===== config.mk =====
export PLATFORM = sky130hd
export DESIGN_NAME = vm_clkmon
export DESIGN_NICKNAME = d
export VERILOG_FILES = /design/src/rtl/vm_clkmon.sv
export SDC_FILE = /design/constraint.sdc
export NUM_CORES = 1
export LEC_CHECK = 0
export CAP_MARGIN = 20
export CORE_ASPECT_RATIO = 1.25
export CORE_MARGIN = 2
export CORE_UTILIZATION = 30
export DETAILED_ROUTE_END_ITERATION = 16
export GPL_TIMING_DRIVEN = 0
export HOLD_SLACK_MARGIN = 0.1
export MAX_ROUTING_LAYER = met4
export PLACE_DENSITY_LB_ADDON = 0.15
export SYNTH_ARGS = -nofsm -noshare
export SYNTH_HDL_FRONTEND = slang
export SYNTH_SLANG_ARGS = --single-unit

===== constraint.sdc =====
create_clock -name clk -period 12 [get_ports clk]
set_input_delay 1.2 -clock clk [delete_from_list [all_inputs] [get_ports clk]]
set_output_delay 1.2 -clock clk [all_outputs]
set_load 0.02 [all_outputs]

===== src/rtl/vm_clkmon.sv =====
// ============================================================================
// vm_clkmon : gated edge counter and min/max period monitor for a bench clock
// Revision  : 1.0
// ============================================================================
`timescale 1ns/1ps
`default_nettype none

module vm_clkmon #(
    parameter int CNT_W       = 32,
    parameter int GATE_W      = 24,
    parameter int SYNC_STAGES = 2
) (
    input  logic              clk,
    input  logic              rst_n,
    input  logic              meas_clk,
    input  logic              start,
    input  logic              continuous,
    input  logic [GATE_W-1:0] gate_cycles,
    input  logic [CNT_W-1:0]  exp_min,
    input  logic [CNT_W-1:0]  exp_max,
    output logic              busy,
    output logic              result_valid,
    output logic [CNT_W-1:0]  edge_count,
    output logic [GATE_W-1:0] min_period,
    output logic [GATE_W-1:0] max_period,
    output logic              in_range,
    output logic              stuck
);

    localparam int c_sync_n = (SYNC_STAGES < 2) ? 2 : SYNC_STAGES;

    typedef enum logic [1:0] {
        S_IDLE    = 2'd0,
        S_ARM     = 2'd1,
        S_MEASURE = 2'd2,
        S_DONE    = 2'd3
    } state_t;

    state_t              r_state;
    logic [c_sync_n-1:0] r_sync;
    logic                r_prev;
    logic [GATE_W-1:0]   r_gate_len;
    logic [GATE_W-1:0]   r_tmo;
    logic [GATE_W-1:0]   r_gate_cnt;
    logic [GATE_W-1:0]   r_per_cnt;
    logic [GATE_W-1:0]   r_min_acc;
    logic [GATE_W-1:0]   r_max_acc;
    logic [CNT_W-1:0]    r_edge_acc;

    logic                w_rise;
    logic [GATE_W-1:0]   w_period;

    // meas_clk is plain asynchronous data here; rise marks a synchronized 0->1
    always_ff @(posedge clk or negedge rst_n) begin
        if (!rst_n) begin
            r_sync <= '0;
            r_prev <= 1'b0;
        end else begin
            r_sync <= {r_sync[c_sync_n-2:0], meas_clk};
            r_prev <= r_sync[c_sync_n-1];
        end
    end

    assign w_rise   = r_sync[c_sync_n-1] & ~r_prev;
    assign w_period = (r_per_cnt == '1) ? r_per_cnt : r_per_cnt + GATE_W'(1);
    assign busy     = (r_state != S_IDLE);

    always_ff @(posedge clk or negedge rst_n) begin
        if (!rst_n) begin
            r_state      <= S_IDLE;
            r_gate_len   <= '0;
            r_tmo        <= '0;
            r_gate_cnt   <= '0;
            r_per_cnt    <= '0;
            r_min_acc    <= '0;
            r_max_acc    <= '0;
            r_edge_acc   <= '0;
            result_valid <= 1'b0;
            edge_count   <= '0;
            min_period   <= '0;
            max_period   <= '0;
            in_range     <= 1'b0;
            stuck        <= 1'b0;
        end else begin
            result_valid <= 1'b0;
            case (r_state)
                S_IDLE: begin
                    if (start && (gate_cycles != '0)) begin
                        r_gate_len <= gate_cycles;
                        r_tmo      <= gate_cycles;
                        r_state    <= S_ARM;
                    end
                end
                S_ARM: begin
                    // The aligning edge opens the window but is not counted
                    if (w_rise) begin
                        r_gate_cnt <= r_gate_len;
                        r_edge_acc <= '0;
                        r_per_cnt  <= '0;
                        r_min_acc  <= '1;
                        r_max_acc  <= '0;
                        r_state    <= S_MEASURE;
                    end else if (r_tmo == GATE_W'(1)) begin
                        r_edge_acc <= '0;
                        r_state    <= S_DONE;
                    end else begin
                        r_tmo <= r_tmo - GATE_W'(1);
                    end
                end
                S_MEASURE: begin
                    r_gate_cnt <= r_gate_cnt - GATE_W'(1);
                    if (w_rise) begin
                        if (r_edge_acc != '1) begin
                            r_edge_acc <= r_edge_acc + CNT_W'(1);
                        end
                        if (w_period < r_min_acc) begin
                            r_min_acc <= w_period;
                        end
                        if (w_period > r_max_acc) begin
                            r_max_acc <= w_period;
                        end
                        r_per_cnt <= '0;
                    end else if (r_per_cnt != '1) begin
                        r_per_cnt <= r_per_cnt + GATE_W'(1);
                    end
                    if (r_gate_cnt == GATE_W'(1)) begin
                        r_state <= S_DONE;
                    end
                end
                S_DONE: begin
                    result_valid <= 1'b1;
                    edge_count   <= r_edge_acc;
                    stuck        <= (r_edge_acc == '0);
                    in_range     <= (r_edge_acc >= exp_min) && (r_edge_acc <= exp_max);
                    min_period   <= (r_edge_acc == '0) ? '0 : r_min_acc;
                    max_period   <= (r_edge_acc == '0) ? '0 : r_max_acc;
                    if (continuous && (gate_cycles != '0)) begin
                        r_gate_len <= gate_cycles;
                        r_tmo      <= gate_cycles;
                        r_state    <= S_ARM;
                    end else begin
                        r_state <= S_IDLE;
                    end
                end
                default: r_state <= S_IDLE;
            endcase
        end
    end

endmodule

`default_nettype wire


==> results of run 1 <==
## cell type report
class,instances,area (sq um),area share [%]
Multi-Input combinational cell,1146,8138,42.40
Clock inverter,14,102.6,0.5346
Clock buffer,41,843.3,4.394
Inverter,140,525.5,2.738
Buffer,80,322.8,1.682
Sequential cell,264,6606,34.42
Tap cell,665,832.0,4.335
Timing Repair Buffer,178,1822,9.492
## stage by stage
stage	power (W)	utilization (%)	setup WS (ns)	cells	setup TNS, ns
after detailed placement	0.002938	35.48	6.039	2473	0
after global placement	0.002915	35.36	-2.693	2471	-696.33
after CTS	0.003871	37.32	6.012	2528	0
after floorplan	0.002337	-	7.825	1630	0
after global routing	0.004092	37.32	5.703	2528	0
final	0.003817	37.32	6.038	2528	0
## cell families (layout without fill, tap and decap cells)
group,count (synthesis),after routing
simple gates,483,483
compound gates,382,382
fa+ha+maj,123,123
xor+xnor,30,30
buf+inv,220,453
flops,264,264
mux,128,128
## worst max-delay path, cell delays in order, from the launching register on
cell       delay (ns)
dfrtp_1          0.48
ha_1             0.31
nand3_1          0.22
nor4_1           0.74
nand3_1          0.37
a41oi_1          0.70
ha_1             0.37
a21oi_1          0.14
o21ai_0          0.10
a211oi_1         0.63
o2111ai_1        0.20
o211ai_1         0.71
buf_2            0.47
mux2_2           0.38
## power by group through the flow
stage	clock network (W)	registers (W)	logic, W
2_1_floorplan	0	0.00133	0.00100
3_3_place_gp	0	0.00134	0.00157
3_5_place_dp	0	0.00134	0.00160
4_1_cts	0.000942	0.00133	0.00160
5_1_grt	0.000977	0.00136	0.00176
6_report	0.000910	0.00133	0.00158
## worst min-delay path by stage
stage	cells after the start	startpoint	slack, ns	endpoint
after detailed placement	0	r_sync[1]	0.40	r_prev
after CTS	0	r_sync[1]	0.41	r_prev
after global routing	0	r_sync[1]	0.44	r_prev
final	0	r_sync[1]	0.42	r_prev
after floorplan	0	r_sync[0]	0.33	r_sync[1]
after global placement	0	r_sync[1]	0.41	r_prev
## cell usage after synthesis, types with 10 or more instances
cell type	count	area [sq um]
a21o_1	17	127.6
a21oi_1	92	460.4
a22o_1	49	429.2
a31oi_1	16	100.1
and3_1	10	62.56
buf_2	10	50.05
clkbuf_1	58	217.7
dfrtp_1	264	6606
ha_1	123	1539
inv_1	138	518.0
mux2_2	88	991.0
mux2i_1	40	400.4
nand2_1	155	581.8
nand3_1	56	280.3
nand4_1	44	275.3
nor2_1	81	304.0
nor3_1	26	130.1
nor4_1	35	219.0
o211ai_1	11	82.58
o21ai_0	86	430.4
o22ai_1	24	150.1
o31ai_1	15	112.6
or3_1	13	81.33
or4_1	16	120.1
xnor2_1	11	96.34
xor2_1	19	166.4
## routing by layer
layer / routed length, microns / vias up / global-route usage, %
li1: - / 6377 / -
met1: 22090 / 6378 / 23.85
met2: 23670 / 252 / 30.79
met3: 1805 / 52 / 2.081
met4: 995 / 0 / 4.314
met5: 0 / - / -
==> reports/metrics.cfg, run 1 <==
[setup_path]
reg2reg_to=r_min_acc[17]
critical_path_required_ns=12.44
endpoint=r_min_acc[17]
reg2reg_depth=13
critPathLaunch=r_per_cnt[1]
crit_fanout=10
end_kind=register
arrival_ns=6.40
worstSetupPathType=reg -> reg
r2r-start=r_per_cnt[1]
reg2reg_setup_slack_ns=6.04
start_kind=register

[power_and_ir_drop]
max-vdd-ir-drop_mv=0.1252
power_frac_clock_pct=23.8
internal-power_w=0.002274
switching_share_pct=40.43
p_leak_nw=8.633
p_per_area_nw_per_um2=198.9
switchingPower_w=0.001544
combPwrFrac_pct=41.4
seq_power_share_pct=34.7

[placement]
dpl_cell_area_sq_um=18250
port_buffers=176
post-dp-hpwl_microns=36060
finalWeightedCongestion=0.8211

[floorplanning]
die_w_microns=207.9
core_area_sq_um=51430
dieHeight_microns=258.9
io_pins=177
dieArea_sq_um=53830
fp-row-count=93
start_util_pct=30.32

[timing]
clock-skew-final_ns=0.03163
holdWs_ns=0.4180
period_needed_ns=5.962
finalCritPeriodShare_pct=49.69
hold_viol=0
drv_slew=0
setup_viol=0
maxSlewHeadroom_pct=28.22
worst_slew_pin_slew_ns=1.077
rsz0062_at_grt=no
fmax_mhz=167.7

[clock_tree]
clk_root_buffer_cell=clkbuf_16
clk_pin_slew_ns=0.06
cts_buffers=31
htreeDepth=1
cts.sinks=264
post_cts_resized=0
cts_setup_buffers=0
cts_tree=yes
clk_latency_ns=0.58
hold_buffers=0
clock_tree.buffer_depth=3

[logic_synthesis]
yosysSeqAreaShare_pct=42.37
syn_nets=1846
yosys_warnings=0
synth_top_family_by_area=compound AO/OA/AOI/OAI gates
synth_xor_area_share_pct=1.685
synth-compound-area-share_pct=16.12
postSynth.asyncResetShare_pct=100.0
yosys.area_share.simple_pct=15.59
syn_inst=1630
synthAdderAreaFrac_pct=9.870
synth_edf_count=0
synth.mux.area_fraction_pct=8.923
ys_seq_elements=264
synth_area_sq_um=15590
ys_types=71
syn_area_per_cell_sq_um=9.566
ys.flop_type=dfrtp_1

[cells_and_area]
final_cell_mix=dfrtp_1, clkdlybuf4s50_1, nand2_1
fillers=5247
layout_commonest_cell=dfrtp_1
reg_top3=edge_count (32), r_edge_acc (32)
area_delta_synth_final_pct=23.09
diodes=0
final_design_area_no_fill_sq_um=19190
drive_gt1_share_pct=9.018
nets=2057

[routing]
drcViolationCount=0
routed_via_density=5.166
drtAntennaViolNets=0
dr.pass1.iters=5
vias=13060
drt_iter0_markers=925
wl_per_cell_microns=19.21
wirelength_microns=48560

[global_routing]
grt_max_degree=96
grt_pass1_vias=13070
grt_pass1_wl_microns=77070
grt_usage_pct=18.38
grt_antenna_before_repair=0
overflow=0

[run_status]
status=finished clean

[worst_hold_path]
hold_class=reg -> reg

[run]
maxCapViolations=0

Power figures use the tool's default switching activity.
==> inputs of run 2 (changes only) <==
clock period = 5.96 ns   (was 12 ns; I/O delays follow)
==> run 2 against run 1 <==
Sequential share of layout area decreased by 0.081 points. First-iteration DRC count decreased by 6.3%. Via count increased by 0.63%. Final cell count increased by 0.16%. Hold slack got worse by 0.00064 ns. Setup slack got worse by 5.5 ns. Power increased by 100%. Cell area increased by 0.23%. Routed wire length increased by 0.19%. Combinational power increased by 100%. Global-route usage about the same. Largest cell class unchanged.
==> reports/metrics.cfg, run 2 (synthesized netlist as in run 1, its figures left out) <==
[floorplanning]
start_util_pct=30.32  ; unchanged
fp-row-count=93  ; unchanged
dieHeight_microns=258.9  ; unchanged
core_area_sq_um=51430  ; unchanged
dieArea_sq_um=53830  ; unchanged
io_pins=177  ; unchanged
die_w_microns=207.9  ; unchanged

[run_status]
status=finished clean

[cells_and_area]
final_core_util_pct=37.40  ; +0.088 points
area_delta_synth_final_pct=23.38
layout_commonest_cell=dfrtp_1
fillers=5245  ; -0.038%
final_cell_mix=dfrtp_1, clkdlybuf4s50_1, nand2_1
diodes=0  ; unchanged
drive_gt1_share_pct=9.266  ; +0.25 points
reg_top3=edge_count (32), r_edge_acc (32)
nets=2061  ; +0.19%

[global_routing]
grt_pass1_vias=13070  ; +0.023%
grt_pass1_wl_microns=77050  ; about the same
top_usage_layer=met2
grt_antenna_before_repair=0  ; unchanged
grt_usage_pct=18.37  ; about the same
gr-usage-met3_pct=2.081  ; unchanged
overflow=0  ; unchanged
met1_usage_pct=23.84  ; about the same
grt_max_degree=96  ; unchanged
met2_usage_pct=30.79  ; unchanged

[timing]
fmax_mhz=184.4  ; +9.9%
hold_viol=0  ; unchanged
setup_slack_ns=0.5357  ; -5.502 ns
setup_viol=0  ; unchanged
drv_slew=0  ; unchanged
rsz0062_at_grt=no
finalCritPeriodShare_pct=91.01  ; +41 points
worst_slew_pin_slew_ns=1.073  ; -0.003932 ns
clock-skew-final_ns=0.03248  ; +0.0008523 ns
period_needed_ns=5.424  ; -0.5380 ns
maxSlewHeadroom_pct=28.48  ; +0.26 points

[clock_tree]
htreeDepth=1  ; unchanged
clk_latency_ns=0.58  ; about the same
clock_tree.buffer_depth=3  ; unchanged
clk_root_buffer_cell=clkbuf_16
clk_pin_slew_ns=0.06  ; about the same
cts_tree=yes
cts_buffers=31  ; unchanged
cts.sinks=264  ; unchanged

[setup_path]
start_kind=register
r2r-start=r_per_cnt[1]
critical_path_required_ns=6.41  ; -6.03 ns
crit_fanout=10  ; unchanged
critPathLaunch=r_per_cnt[1]
worstSetupPathType=reg -> reg
end_kind=register
arrival_ns=5.87  ; -0.53 ns

[routing]
dr.pass1.iters=6  ; +1
vias=13140  ; +0.63%
drtAntennaViolNets=0  ; unchanged
wl_per_cell_microns=19.22  ; about the same
wirelength_microns=48650  ; +0.19%
routed_via_density=5.190  ; +0.47%
drt_iter0_markers=867  ; -6.3%
drcViolationCount=0  ; unchanged

[run]
maxCapViolations=0  ; unchanged

[power_and_ir_drop]
p_per_area_nw_per_um2=400.1  ; +100%
p_leak_nw=8.653  ; +0.24%
power.total_w=0.007698  ; +100%
max-vdd-ir-drop_mv=0.2521  ; +100%

[placement]
port_buffers=176  ; unchanged
post-dp-hpwl_microns=36060  ; unchanged
pre_cts_slack_ns=-0.0005880  ; -6.040 ns
finalWeightedCongestion=0.8211  ; unchanged

[worst_hold_path]
hold_class=reg -> reg
worstHoldStart=r_sync[1]

==> run 2: path summary, 6_finish.rpt <==
path,endpoint,slack (ns),cells past startpoint
worst max-delay path,r_max_acc[21],0.54,14
worst min-delay path,r_prev,0.42,0
worst max register to register,r_max_acc[21],0.54,14
worst min register to register,r_prev,0.42,0
max in group asynchronous,r_per_cnt[4],3.93,4
min in group asynchronous,r_tmo[13],0.60,2
==> run 2: where the power goes <==
group,internal (W),switching [W],leakage (nW)
sequential,0.00227,0.000402,3.43
combinational,0.00129,0.00191,4.75
clock,0.00103,0.000797,0.478
==> run 2: area by class of cell <==
cell class	count	area (sq um)	area share, %
buffer	80	322.8	1.678
clock buffer	41	843.3	4.384
clock inverter	14	102.6	0.5333
inverter	140	525.5	2.732
multi-input combinational	1146	8150	42.37
sequential	264	6606	34.34
tap	665	832.0	4.325
timing repair buffer	182	1854	9.639
==> run 2: what timing repair did <==
action,4_1_cts,5_1_grt
setup buffers,0,3
endpoints found under the hold margin,81,0
pin swaps,0,1
hold buffers,1,0
resized for setup,1,1
setup endpoints to repair,5,18
==> run 2: layer usage <==
layer	vias up	share of wire [%]
met1	6433	46
met5	-	0
met2	261	49
li1	6395	-
met4	0	2.0
met3	52	3.5
==> run 2: worst max-delay path, stage by stage, from the launching register on <==
cell      delay [ns]
dfrtp_1         0.48
ha_1            0.31
nand3_1         0.24
nor4_2          0.53
nand3_1         0.32
clkbuf_1        0.34
nand3_1         0.18
o21a_1          0.20
ha_1            0.16
nand4_1         0.21
nor4_1          0.53
a31oi_1         0.14
a31oi_1         0.55
clkbuf_1        0.70
mux2_2          0.41
==> run 2: per-stage QoR <==
| step | TNS (ns) | hold slack (ns) | instances | area [sq um] |
|---|---|---|---|---|
| after floorplan | 0 | 0.3004 | 1630 | 15590 |
| after global placement | -2131.43 | 0.4065 | 2471 | 18190 |
| after detailed placement | -0.0006803 | 0.4035 | 2473 | 18250 |
| after CTS | 0 | 0.4132 | 2529 | 19210 |
| after global routing | 0 | 0.4257 | 2532 | 19240 |
| final | 0 | 0.4174 | 2532 | 19240 |
==> inputs of run 3 (changes only) <==
clock period = 5.6 ns   (was 5.96 ns; I/O delays follow)
==> run 3 against run 2 <==
Largest power group unchanged. Core utilization about the same. Setup slack worse by 0.22 ns. Power up 6.3%. Sequential power up 6%. Critical endpoint is now r_min_acc[17]. Largest cell class unchanged.
==> reports/metrics.cfg, run 3 (synthesized netlist as in run 1, its figures left out) <==
[global_routing]
grt_pass1_vias=13080  ; +0.046%
grt_max_degree=96  ; unchanged
grt_antenna_before_repair=0  ; unchanged
grt_pass1_wl_microns=77060  ; about the same
grt_usage_pct=18.38  ; about the same
overflow=0  ; unchanged

[timing]
fmax_mhz=189.4  ; +2.7%
fin_tns_setup_ns=0  ; unchanged
setup_slack_ns=0.3189  ; -0.2167 ns
finalCritPeriodShare_pct=94.31  ; +3.3 points
drv_slew=0  ; unchanged
hold_viol=0  ; unchanged
holdWs_ns=0.4166  ; -0.0007370 ns
setup_viol=0  ; unchanged
period_needed_ns=5.281  ; -0.1433 ns
worst_slew_pin_slew_ns=1.127  ; +0.05439 ns
rsz0062_at_grt=no
clock-skew-final_ns=0.03112  ; -0.001359 ns
maxSlewHeadroom_pct=24.85  ; -3.6 points

[cells_and_area]
reg_top3=edge_count (32), r_edge_acc (32)
area_delta_synth_final_pct=23.35  ; about the same
fillers=5243  ; -0.038%
layout_commonest_cell=dfrtp_1
drive_gt1_share_pct=9.320  ; +0.054 points
diodes=0  ; unchanged
final_design_area_no_fill_sq_um=19230  ; about the same
final_cell_mix=dfrtp_1, clkdlybuf4s50_1, nand2_1
nets=2061  ; unchanged

[setup_path]
crit_family=compound AO/OA/AOI/OAI gates
reg2reg_setup_slack_ns=0.32  ; -0.22 ns
critPathLaunch=r_per_cnt[0]
crit_path_max_incr_delay_ns=0.78  ; +0.08 ns
endpoint=r_min_acc[17]
path_depth=14  ; unchanged
arrival_ns=5.72  ; -0.15 ns
slowest_stage=nor4_1
start_kind=register
end_kind=register
crit_fanout=10  ; unchanged
reg2reg_depth=14  ; unchanged
crit_buf_inv=3  ; +1
worstSetupPathType=reg -> reg
r2r-start=r_per_cnt[0]
critical_path_required_ns=6.04  ; -0.37 ns
reg2reg_to=r_min_acc[17]
path_cells=clkbuf_1, nand4_1, nor4_1, a31oi_1, a41oi_1, ha_1, a21oi_1, o21ai_0, a211oi_1, o41ai_1, o211ai_1, buf_4, buf_2, mux2_2

[power_and_ir_drop]
switchingPower_w=0.003303  ; +6.2%
seq_power_share_pct=34.7  ; about the same
switching_share_pct=40.36  ; -0.049 points
p_per_area_nw_per_um2=425.6  ; +6.4%
p_leak_nw=8.660  ; about the same
power_frac_clock_pct=23.8  ; about the same
max-vdd-ir-drop_mv=0.2679  ; +6.3%
combPwrFrac_pct=41.5  ; about the same
internal-power_w=0.004881  ; +6.4%

[routing]
vias=13150  ; +0.068%
drt_iter0_markers=867  ; unchanged
wirelength_microns=48590  ; -0.14%
drcViolationCount=0  ; unchanged
dr.pass1.iters=6  ; unchanged
wl_per_cell_microns=19.19  ; -0.14%
drtAntennaViolNets=0  ; unchanged
routed_via_density=5.194  ; about the same

[placement]
dpl_cell_area_sq_um=18250  ; unchanged
finalWeightedCongestion=0.8211  ; unchanged
port_buffers=176  ; unchanged
post-dp-hpwl_microns=36060  ; unchanged
pre_cts_slack_ns=-0.3606  ; -0.3600 ns

[floorplanning]
fp-row-count=93  ; unchanged
dieHeight_microns=258.9  ; unchanged
die_w_microns=207.9  ; unchanged
start_util_pct=30.32  ; unchanged
dieArea_sq_um=53830  ; unchanged
io_pins=177  ; unchanged
core_area_sq_um=51430  ; unchanged

[clock_tree]
cts.sinks=264  ; unchanged
htreeDepth=1  ; unchanged
clk_root_buffer_cell=clkbuf_16
cts_tree=yes
clock_tree.buffer_depth=3  ; unchanged
cts_buffers=31  ; unchanged
clk_pin_slew_ns=0.06  ; about the same
clk_latency_ns=0.58  ; about the same

[run_status]
status=finished clean

[worst_hold_path]
hold_class=reg -> reg

[run]
maxCapViolations=0  ; unchanged

-- run 3: how the worst min path moves through the flow --
stage | startpoint | endpoint | slack (ns) | cells after the start
6_report | r_sync[1] | r_prev | 0.42 | 0
4_1_cts | meas_clk | r_sync[0] | 0.38 | 1
5_1_grt | meas_clk | r_sync[0] | 0.39 | 1
2_1_floorplan | rst_n | edge_count[0] | 0.26 | 0
3_3_place_gp | r_sync[1] | r_prev | 0.41 | 0
3_5_place_dp | r_sync[1] | r_prev | 0.40 | 0
-- run 3: what timing repair did --
action / 4_1_cts / 5_1_grt
cloned: 0 / 0
pin swaps: 1 / 0
setup endpoints to repair: 23 / 20
hold buffers: 1 / 0
buffers inserted: 3 / 0
gates resized for setup: 1 / 8
hold endpoints to repair: 81 / 0
-- run 3: through the flow --
stage / cells / utilization [%] / total power (W)
final: 2532 / 37.40 / 0.008185
after global routing: 2532 / 37.40 / 0.008779
after CTS: 2532 / 37.39 / 0.008305
after detailed placement: 2473 / 35.48 / 0.006295
after global placement: 2471 / 35.36 / 0.006246
after floorplan: 1630 / - / 0.005007
-- run 3: area by class of cell --
class / instances / area, sq um / share of cell area, %
Multi-Input combinational cell: 1146 / 8144 / 42.34
Sequential cell: 264 / 6606 / 34.35
Timing Repair Buffer: 182 / 1854 / 9.641
Clock buffer: 41 / 843.3 / 4.385
Tap cell: 665 / 832.0 / 4.326
Inverter: 140 / 525.5 / 2.732
Buffer: 80 / 325.3 / 1.691
Clock inverter: 14 / 102.6 / 0.5334
-- run 3: power by group through the flow --
stage                     Clock (W)  Combinational [W]  Sequential (W)
after floorplan                   0            0.00215         0.00286
final                       0.00195            0.00340         0.00284
after CTS                   0.00202            0.00344         0.00284
after global placement            0            0.00337         0.00287
after global routing        0.00209            0.00378         0.00291
after detailed placement          0            0.00342         0.00288
-- run 3: per-layer routing --
layer / vias to the layer above / global-route usage, % / wire [microns]
met3: 53 / 2.081 / 1763
met1: 6423 / 23.85 / 22130
li1: 6389 / - / -
met4: 0 / 4.314 / 966
met5: - / - / 0
met2: 285 / 30.79 / 23730
